File: src/rtl/tick_pkg.sv
// Shared types and helpers for the tick prescaler time base.
// Used by tick_prescaler and btn_debounce.
package tick_pkg;

    typedef enum logic [1:0] {
        LO_STABLE = 2'd0,
        LO_WAIT   = 2'd1,
        HI_STABLE = 2'd2,
        HI_WAIT   = 2'd3
    } db_state_t;

    // Phase increment contributed by button i.
    function automatic int step_of(input int i, input int accel_log2);
        return int'(32'd1 << (accel_log2 * (i + 1)));
    endfunction

    // Width of a counter that holds 0..period-1.
    function automatic int cnt_width(input int period);
        return (period < 2) ? 1 : $clog2(period);
    endfunction

endpackage

File: src/rtl/btn_debounce.sv
// One pushbutton: 2-FF synchronizer followed by a debounce FSM when
// TICK_DEBOUNCE_EN is defined, otherwise the synchronizer output directly.
module btn_debounce
    import tick_pkg::*;
#(
    parameter int DEBOUNCE_CYC = 500_000
) (
    input  logic clk,
    input  logic rst,
    input  logic raw,
    output logic level,
    output logic press,
    output logic level_next
);

    logic sync_a;
    logic sync_b;

    // Two-stage synchronizer for the asynchronous button input.
    always_ff @(posedge clk or posedge rst) begin
        if (rst) begin
            sync_a <= 1'b0;
            sync_b <= 1'b0;
        end else begin
            sync_a <= raw;
            sync_b <= sync_a;
        end
    end

`ifdef TICK_DEBOUNCE_EN
    // The entry cycle counts toward the stable time, so DEBOUNCE_CYC must be >= 2.
    localparam int TW = (DEBOUNCE_CYC > 2) ? $clog2(DEBOUNCE_CYC) : 1;
    localparam logic [TW-1:0] LAST = TW'(DEBOUNCE_CYC - 1);

    db_state_t     state;
    db_state_t     state_next;
    logic [TW-1:0] timer;
    logic [TW-1:0] timer_next;
    logic [TW-1:0] timer_inc;
    logic          press_next;

    assign timer_inc = timer + TW'(1);

    // Debounce next-state, timer and level/press decode.
    always_comb begin
        state_next = state;
        timer_next = timer;
        level_next = level;
        press_next = 1'b0;
        case (state)
            LO_STABLE: begin
                if (sync_b) begin
                    state_next = LO_WAIT;
                    timer_next = '0;
                end else begin
                    state_next = LO_STABLE;
                end
            end
            LO_WAIT: begin
                if (!sync_b) begin
                    state_next = LO_STABLE;
                end else if (timer_inc == LAST) begin
                    state_next = HI_STABLE;
                    level_next = 1'b1;
                    press_next = 1'b1;
                end else begin
                    timer_next = timer_inc;
                end
            end
            HI_STABLE: begin
                if (!sync_b) begin
                    state_next = HI_WAIT;
                    timer_next = '0;
                end else begin
                    state_next = HI_STABLE;
                end
            end
            HI_WAIT: begin
                if (sync_b) begin
                    state_next = HI_STABLE;
                end else if (timer_inc == LAST) begin
                    state_next = LO_STABLE;
                    level_next = 1'b0;
                end else begin
                    timer_next = timer_inc;
                end
            end
            default: begin
                state_next = LO_STABLE;
                timer_next = '0;
                level_next = 1'b0;
            end
        endcase
    end

    // Debounce state, timer and registered outputs.
    always_ff @(posedge clk or posedge rst) begin
        if (rst) begin
            state <= LO_STABLE;
            timer <= '0;
            level <= 1'b0;
            press <= 1'b0;
        end else begin
            state <= state_next;
            timer <= timer_next;
            level <= level_next;
            press <= press_next;
        end
    end
`else
    assign level      = sync_b;
    assign level_next = sync_a;

    // Rising-edge detect aligned with the synchronizer output.
    always_ff @(posedge clk or posedge rst) begin
        if (rst) begin
            press <= 1'b0;
        end else begin
            press <= sync_a & ~sync_b;
        end
    end
`endif

endmodule

File: src/rtl/tick_prescaler.sv
// Time base: tick pulse, tick square wave, scan strobe and button acceleration.
// Define TICK_DEBOUNCE_EN to build the button debounce FSMs.
module tick_prescaler
    import tick_pkg::*;
#(
    parameter int CLK_HZ        = 50_000_000,
    parameter int TICK_HZ       = 1,
    parameter int NUM_BTN       = 3,
    parameter int ACCEL_LOG2    = 3,
    parameter int DEBOUNCE_CYC  = 500_000,
    parameter int SCAN_DIV_LOG2 = 16
) (
    input  logic               clk,
    input  logic               rst,
    input  logic               en,
    input  logic [NUM_BTN-1:0] btn,
    output logic               tick,
    output logic               tick_sq,
    output logic               scan_stb,
    output logic [NUM_BTN-1:0] btn_level,
    output logic [NUM_BTN-1:0] btn_press,
    output logic               accel_active
);

    localparam int CW = cnt_width(CLK_HZ / TICK_HZ);
    localparam logic [CW:0] PERIOD = (CW+1)'(CLK_HZ / TICK_HZ);

    logic [CW-1:0]            cnt;
    logic [CW:0]              step;
    logic [CW:0]              sum;
    logic [SCAN_DIV_LOG2-1:0] scan_cnt;
    logic [NUM_BTN-1:0]       level_next;
    int                       step_int;

    // Highest-index pressed button selects the step, clamped to one period.
    always_comb begin
        step_int = 1;
        for (int i = 0; i < NUM_BTN; i++) begin
            if (btn_level[i]) begin
                step_int = step_of(i, ACCEL_LOG2);
            end else begin
                step_int = step_int;
            end
        end
        if (step_int > int'(PERIOD)) begin
            step = PERIOD;
        end else begin
            step = (CW+1)'(step_int);
        end
    end

    assign sum = {1'b0, cnt} + step;

    // Phase accumulator; the remainder is kept on wrap so rates never drift.
    always_ff @(posedge clk or posedge rst) begin
        if (rst) begin
            cnt     <= '0;
            tick    <= 1'b0;
            tick_sq <= 1'b0;
        end else if (en) begin
            if (sum >= PERIOD) begin
                cnt     <= CW'(sum - PERIOD);
                tick    <= 1'b1;
                tick_sq <= ~tick_sq;
            end else begin
                cnt     <= sum[CW-1:0];
                tick    <= 1'b0;
            end
        end else begin
            tick <= 1'b0;
        end
    end

    // Free-running scan divider; strobe lands in the cycle the counter reads 0.
    always_ff @(posedge clk or posedge rst) begin
        if (rst) begin
            scan_cnt <= '0;
            scan_stb <= 1'b0;
        end else begin
            scan_cnt <= scan_cnt + SCAN_DIV_LOG2'(1);
            scan_stb <= &scan_cnt;
        end
    end

    for (genvar g = 0; g < NUM_BTN; g++) begin : g_btn
        btn_debounce #(
            .DEBOUNCE_CYC(DEBOUNCE_CYC)
        ) u_db (
            .clk        (clk),
            .rst        (rst),
            .raw        (btn[g]),
            .level      (btn_level[g]),
            .press      (btn_press[g]),
            .level_next (level_next[g])
        );
    end

    // Registered alongside the debounced levels so it never lags them.
    always_ff @(posedge clk or posedge rst) begin
        if (rst) begin
            accel_active <= 1'b0;
        end else begin
            accel_active <= |level_next;
        end
    end

endmodule

File: config.mk
export PLATFORM = sky130hd
export DESIGN_NAME = tick_prescaler
export DESIGN_NICKNAME = d
export VERILOG_FILES = /design/src/rtl/tick_pkg.sv /design/src/rtl/btn_debounce.sv /design/src/rtl/tick_prescaler.sv
export SDC_FILE = /design/constraint.sdc
export NUM_CORES = 1
export LEC_CHECK = 0
export CORE_MARGIN = 2
export CORE_UTILIZATION = 25
export DETAILED_ROUTE_END_ITERATION = 8
export PLACE_DENSITY = 0.42
export SYNTH_ARGS = -nofsm -noshare
export SYNTH_HDL_FRONTEND = slang
export SYNTH_SLANG_ARGS = --single-unit
File: constraint.sdc
create_clock -name clk -period 9.3 [get_ports clk]
set_clock_uncertainty 0.1 [all_clocks]
set_input_delay 1.395 -clock clk [delete_from_list [all_inputs] [get_ports clk]]
set_output_delay 1.395 -clock clk [all_outputs]
set_load 0.02 [all_outputs]
==> summary.md, run 1 <==
| Metric | Value |
|---|---|
| Routability cong. | 0.8366 |
| EDFF count, synth | 0 |
| Final Hold Slack | 0.2965 ns |
| Final wirelength | 8.057 mm |
| Worst EP required | 9.43 ns |
| Fraction of registers with async set/reset | 100.0% |
| IO buf count | 15 |
| Hold Path Class | reg -> reg |
| Root buffer cell | clkbuf_16 |
| Routed vias | 2680 |
| Area delta synth->final | 10.94% |
| Gr usage total | 11.64% |
| Commonest non-fill, non-tap cell in the layout | dfrtp_1 |
| Maxcap violations | 0 |
| Pwr Density | 196.2 nW/um^2 |
| CTS H-tree lvls | 2 |
| Worst-path cell chain | nor3b_1 -> ha_1 -> a41o_2 -> a21oi_2 -> xor2_1 -> ha_1 -> nor3b_1 -> a32oi_1 -> a311oi_1 -> o211a_1 -> nor2_2 -> or4_1 -> nand3_1 -> xor2_1 |
| Synth area leader | dfrtp_1 |
| Count of final hold-check violations | 0 |
| Syn avg cell area | 9.487 um^2 |
| # DRC | 0 |
| Area contributors post-synth | dfrtp_1, xnor2_1, xor2_1 |
| Cells after synthesis | 369 |
| Count of cell types in the netlist | 65 |
| First-pass DRT Iterations | 4 |
| Arrival @ worst endpoint | 4.79 ns |
| Most frequent cells in the layout | dfrtp_1, nand2_1, xnor2_1, nor2_1, nand3_1 |
| Initial Util | 25.42% |
| Post-route setup TNS | 0 ns |
| Ant diodes | 0 |
| Floorplan Core Area | 13770 um^2 |
| Seq/Total Area, Yosys | 39.31% |
| Post-Syn Area | 3501 um^2 |
| Syn nets | 382 |
| CP Launch Type | register |
| Worst rel slew slack | 52.01% |
| WL per Instance | 14.68 um |
| Fill cells | 1487 |
| Achievable frequency | 214.1 MHz |
| Num CTS Buffers | 5 |
| Largest net degree at the start of global routing | 56 |
| Area share of the leading cell type in the synthesized netlist | 39.31% |
| # clock sinks | 55 |
| CTS tree | built |
| Post-DP HPWL | 5.723 mm |
| Final core utilization | 28.20% |
| RSZ-0062 raised after global routing | no |
| Die height | 122.3 um |
| Peak supply drop | 0.07378 mV |
| Worst Path Class, Setup | reg -> reg |
| Synth warn | 0 |
| Final Cycle Share | 50.21% |
| Overflow after GRT | 0 |
| Tot Pwr | 762.2 uW |
| Ports | 16 |
| Area of the die | 14970 um^2 |
| Post-CTS setup buffer count | 0 |
| Critical path's slowest cell | or4_1 |
| Post-route minimum period | 4.670 ns |
| First-pass GRT wire length | 13.82 mm |
| Leak Pwr | 0.001537 uW |
| Clk slew on worst S/H paths | 0.07 ns |
| Post-cts resize count | 0 |
| Layout cells sized above 1 | 8.943% |
| Status | finished clean |
| CTS Buffer Depth | 2 |
| Num rows | 43 |
| Fin nets | 381 |
| Clock latency on the worst-skew pair | 0.30 ns |
| Crit Path Max Fanout | 14 |
| Worst setup EP type | register |
| Worst-Margin Slew | 0.7198 ns |
| Synth Flop Type | dfrtp_1 |
| CTS hold repair buffers | 0 |
| Final Setup Violations | 0 |
| Register bit total from synthesis | 55 |
| Slew Limit Fails | 0 |
| DR vias/cell | 4.882 |
| Vias in the first global route | 2628 |
| Initial antenna violation count | 0 |
| Routed Antenna Nets | 0 |
| 1st-iter DRT viols | 230 |
| Die width | 122.3 um |
| Critical Path Max Stage Delay | 0.51 ns |
[synth_stat cells (all sizes together) (2+ instances only)]
library cell  count
a2111oi           3
a211oi            2
a21boi            3
a21o              2
a21oi             7
a311oi            2
a31o              7
a31oi             8
a41o              3
a41oi             2
and2              5
and3             11
and4              4
buf              18
clkbuf            7
dfrtp            55
ha                7
inv               8
mux2              7
mux2i             5
nand2            35
nand2b            3
nand3            21
nand3b            2
nand4             6
nor2             25
nor2b             4
nor3              8
nor3b             3
nor4              4
o211a             2
o211ai            5
o21ai            12
o221ai            2
o22ai             2
o2bb2ai           3
o31ai             2
or2               3
or4               4
xnor2            29
xor2             17
[path summary, 6_finish.rpt]
path / from / cells past startpoint / slack (ns) / to
worst max-delay path: g_btn[2].u_db.level / 14 / 4.63 / cnt[13]
worst min-delay path: g_btn[0].u_db.level_next / 0 / 0.30 / g_btn[0].u_db.level
worst max register to register: g_btn[2].u_db.level / 14 / 4.63 / cnt[13]
worst min register to register: g_btn[0].u_db.level_next / 0 / 0.30 / g_btn[0].u_db.level
max in group asynchronous: rst / 3 / 7.12 / cnt[13]
min in group asynchronous: rst / 3 / 1.51 / g_btn[0].u_db.level_next
[worst max-delay path: cells and delay by family (launching register included)]
family                   cells  cell delay [ns]
XOR/XNOR                     2             0.36
adder cells (fa/ha/maj)      2             0.59
AO/OA/AOI/OAI                5             1.68
flip-flops                   1             0.44
AND/OR/NAND/NOR              5             1.42
[per-stage QoR]
step	cell area, um^2	setup WS, ns	std cells
floorplan	3501	5.382	369
global placement	3737	4.672	541
detailed placement	3737	4.639	541
CTS	3884	4.609	549
global route	3884	4.126	549
finish	3884	4.630	549
[registers in the layout, indices dropped and copies added (netlist names)]
register,cells
accel_active,1
cnt,26
g_btn.u_db.level,3
g_btn.u_db.level_next,3
g_btn.u_db.press,3
scan_cnt,16
scan_stb,1
tick,1
tick_sq,1
[cells by family after synthesis]
group | Yosys count | synth area share, %
AOI/OAI and AO/OA | 75 | 16.58
xor gates and xnor gates | 46 | 11.51
adders and majority gates | 7 | 2.502
buffers and inverters | 33 | 5.254
DFF | 55 | 39.31
muxes | 12 | 3.681
and+or+nand+nor | 141 | 21.16
[cell type report]
type / instances / area (um^2) / share of cell area [%]
Tap cell: 180 / 225.2 / 5.799
Timing Repair Buffer: 17 / 165.2 / 4.253
Multi-Input combinational cell: 281 / 1941 / 49.97
Clock inverter: 2 / 17.52 / 0.4510
Inverter: 8 / 30.03 / 0.7732
Clock buffer: 6 / 128.9 / 3.318
Sequential cell: 55 / 1376 / 35.44
[where the power goes]
part           internal, uW  leakage (uW)  switching (uW)
Clock                   101     0.0000710            93.7
Combinational          96.6      0.000773             143
Sequential              272      0.000692            55.9
[per-layer routing]
metal / global-route usage (%) / wire length [um] / vias up
met1: 15.87 / 3935 / 1286
li1: - / - / 1342
met3: 2.463 / 306 / 11
met4: 4.741 / 180 / 0
met2: 17.92 / 3635 / 41
met5: 0 / 0 / -
No activity file was read; power rests on OpenSTA's default activity.
==> inputs of run 2 (changes only) <==
==> constraint.sdc (replaced) <==
create_clock -name clk -period 4.55 [get_ports clk]
set_clock_uncertainty 0.1 [all_clocks]
set_input_delay 0.6825 -clock clk [delete_from_list [all_inputs] [get_ports clk]]
set_output_delay 0.6825 -clock clk [all_outputs]
set_load 0.02 [all_outputs]
==> run 2 against run 1 <==
Effect of this change:
- sequential power up 110%
- clock power up 130%
- final cell count up 2.0%
- fmax up 11%
- highest routed layer unchanged
==> summary.md, run 2 (synthesized netlist as in run 1, its figures left out) <==
| Metric | Value |
|---|---|
| Status | finished clean |
| Worst rel slew slack | 47.01% |
| Achievable frequency | 238.2 MHz |
| Gr usage total | 11.52% |
| RSZ-0062 raised after global routing | no |
| Ports | 16 |
| Vias in the first global route | 2587 |
| Placed Area | 3790 um^2 |
| Arrival @ worst endpoint | 4.33 ns |
| Overflow after GRT | 0 |
| Leak Pwr | 0.001606 uW |
| DR vias/cell | 4.893 |
| Die height | 122.3 um |
| First-pass DRT Iterations | 5 |
| Clock latency on the worst-skew pair | 0.30 ns |
| Routability cong. | 0.8009 |
| Die width | 122.3 um |
| Post-route setup TNS | 0 ns |
| Routed Antenna Nets | 0 |
| Layout cells sized above 1 | 12.89% |
| WL per Instance | 14.68 um |
| Final core utilization | 29.18% |
| Most frequent cells in the layout | dfrtp_1, nand2_1, xnor2_1, nor2_1, nand3_1 |
| First-pass GRT wire length | 13.64 mm |
| Worst-path cell chain | nor3b_1 -> ha_1 -> a41o_2 -> a21oi_2 -> xor2_1 -> ha_1 -> nor3b_2 -> a32oi_1 -> a311oi_2 -> o211a_1 -> nor2_4 -> or4_1 -> nand3_1 -> xor2_1 |
| Non-filler cells, final | 560 |
| # clock sinks | 55 |
| Worst EP required | 4.68 ns |
| CP Launch Type | register |
| Initial antenna violation count | 0 |
| Slew Limit Fails | 0 |
| Post-route minimum period | 4.199 ns |
| CTS H-tree lvls | 2 |
| Cell total after placement | 548 |
| CTS tree | built |
| Post-DP HPWL | 5.848 mm |
| CTS Buffer Depth | 2 |
| Commonest non-fill, non-tap cell in the layout | dfrtp_1 |
| Worst setup EP type | register |
| # DRC | 0 |
| Ant diodes | 0 |
| Area delta synth->final | 14.80% |
| Worst-Margin Slew | 0.7936 ns |
| Final Cycle Share | 92.28% |
| Largest regs | cnt (26), scan_cnt (16) |
| Num rows | 43 |
| Initial Util | 25.42% |
| Pwr Density | 410.3 nW/um^2 |
| Fill cells | 1465 |
| Clk slew on worst S/H paths | 0.08 ns |
| IO buf count | 15 |
| Final Hold Slack | 0.3012 ns |
| Hold Path Class | reg -> reg |
| Peak supply drop | 0.1417 mV |
| Num CTS Buffers | 5 |
| Reg with most FFs | cnt |
| Root buffer cell | clkbuf_16 |
| Floorplan Core Area | 13770 um^2 |
| Max reg flops | 26 |
| CTS hold repair buffers | 0 |
| Final wirelength | 8.222 mm |
| Critical path's slowest cell | or4_1 |
| Final Setup Violations | 0 |
| Post-route cell area | 4019 um^2 |
| Largest net degree at the start of global routing | 37 |
| Critical Path Max Stage Delay | 0.49 ns |
| Count of final hold-check violations | 0 |
| Area of the die | 14970 um^2 |
| Routed vias | 2740 |
| Maxcap violations | 0 |
| Worst Path Class, Setup | reg -> reg |
| Fin nets | 392 |
| 1st-iter DRT viols | 163 |
| Crit Path Max Fanout | 11 |
## run 2: critical path: cells and delay by family, from the launching register on
family          cells  cell delay [ns]
simple gates        5             1.16
xor+xnor            2             0.36
compound gates      5             1.47
flops               1             0.47
fa+ha+maj           2             0.57
## run 2: power breakdown
part	total (uW)	internal, uW	switching, uW
combinational	521	221	300
sequential	677	556	122
clock	451	263	188
total	1650	1040	609
## run 2: worst paths after layout
check                                               from                   to  slack [ns]  depth (start not counted)
worst min register to register  g_btn[0].u_db.level_next  g_btn[0].u_db.level        0.30                          0
worst min-delay path            g_btn[0].u_db.level_next  g_btn[0].u_db.level        0.30                          0
max in group asynchronous                            rst               cnt[1]        2.82                          3
min in group asynchronous                            rst         scan_cnt[14]        0.75                          2
worst max register to register       g_btn[2].u_db.level              cnt[13]        0.35                         14
worst max-delay path                 g_btn[2].u_db.level              cnt[13]        0.35                         14
## run 2: cell type report
cell class	instances	area, um^2	share of cell area [%]
clock buffers	6	128.9	3.207
clock inverters	2	38.79	0.9651
inverters	8	30.03	0.7472
multi-input cells	281	1972	49.07
flip-flops and latches	55	1376	34.25
well taps	180	225.2	5.604
repair buffers	28	247.7	6.164
## run 2: metrics by stage
step	power (uW)	setup WS, ns
2_1_floorplan	1066	0.6317
3_3_place_gp	1193	-0.04722
3_5_place_dp	1189	0.07195
4_1_cts	1658	0.07079
5_1_grt	1762	0.04191
6_report	1649	0.3513
## run 2: repair_timing
action / CTS / global route
endpoints found under the setup margin: 1 / 16
buffers inserted: 0 / 4
gates resized for setup: 1 / 5
pin swaps: 0 / 1
## run 2: layer usage
metal	wire length (um)	global-route usage (%)	vias up
met3	270	2.091	7
met1	4060	16.55	1330
met2	3766	17.40	47
met4	125	3.807	0
met5	0	0	-
li1	-	-	1356
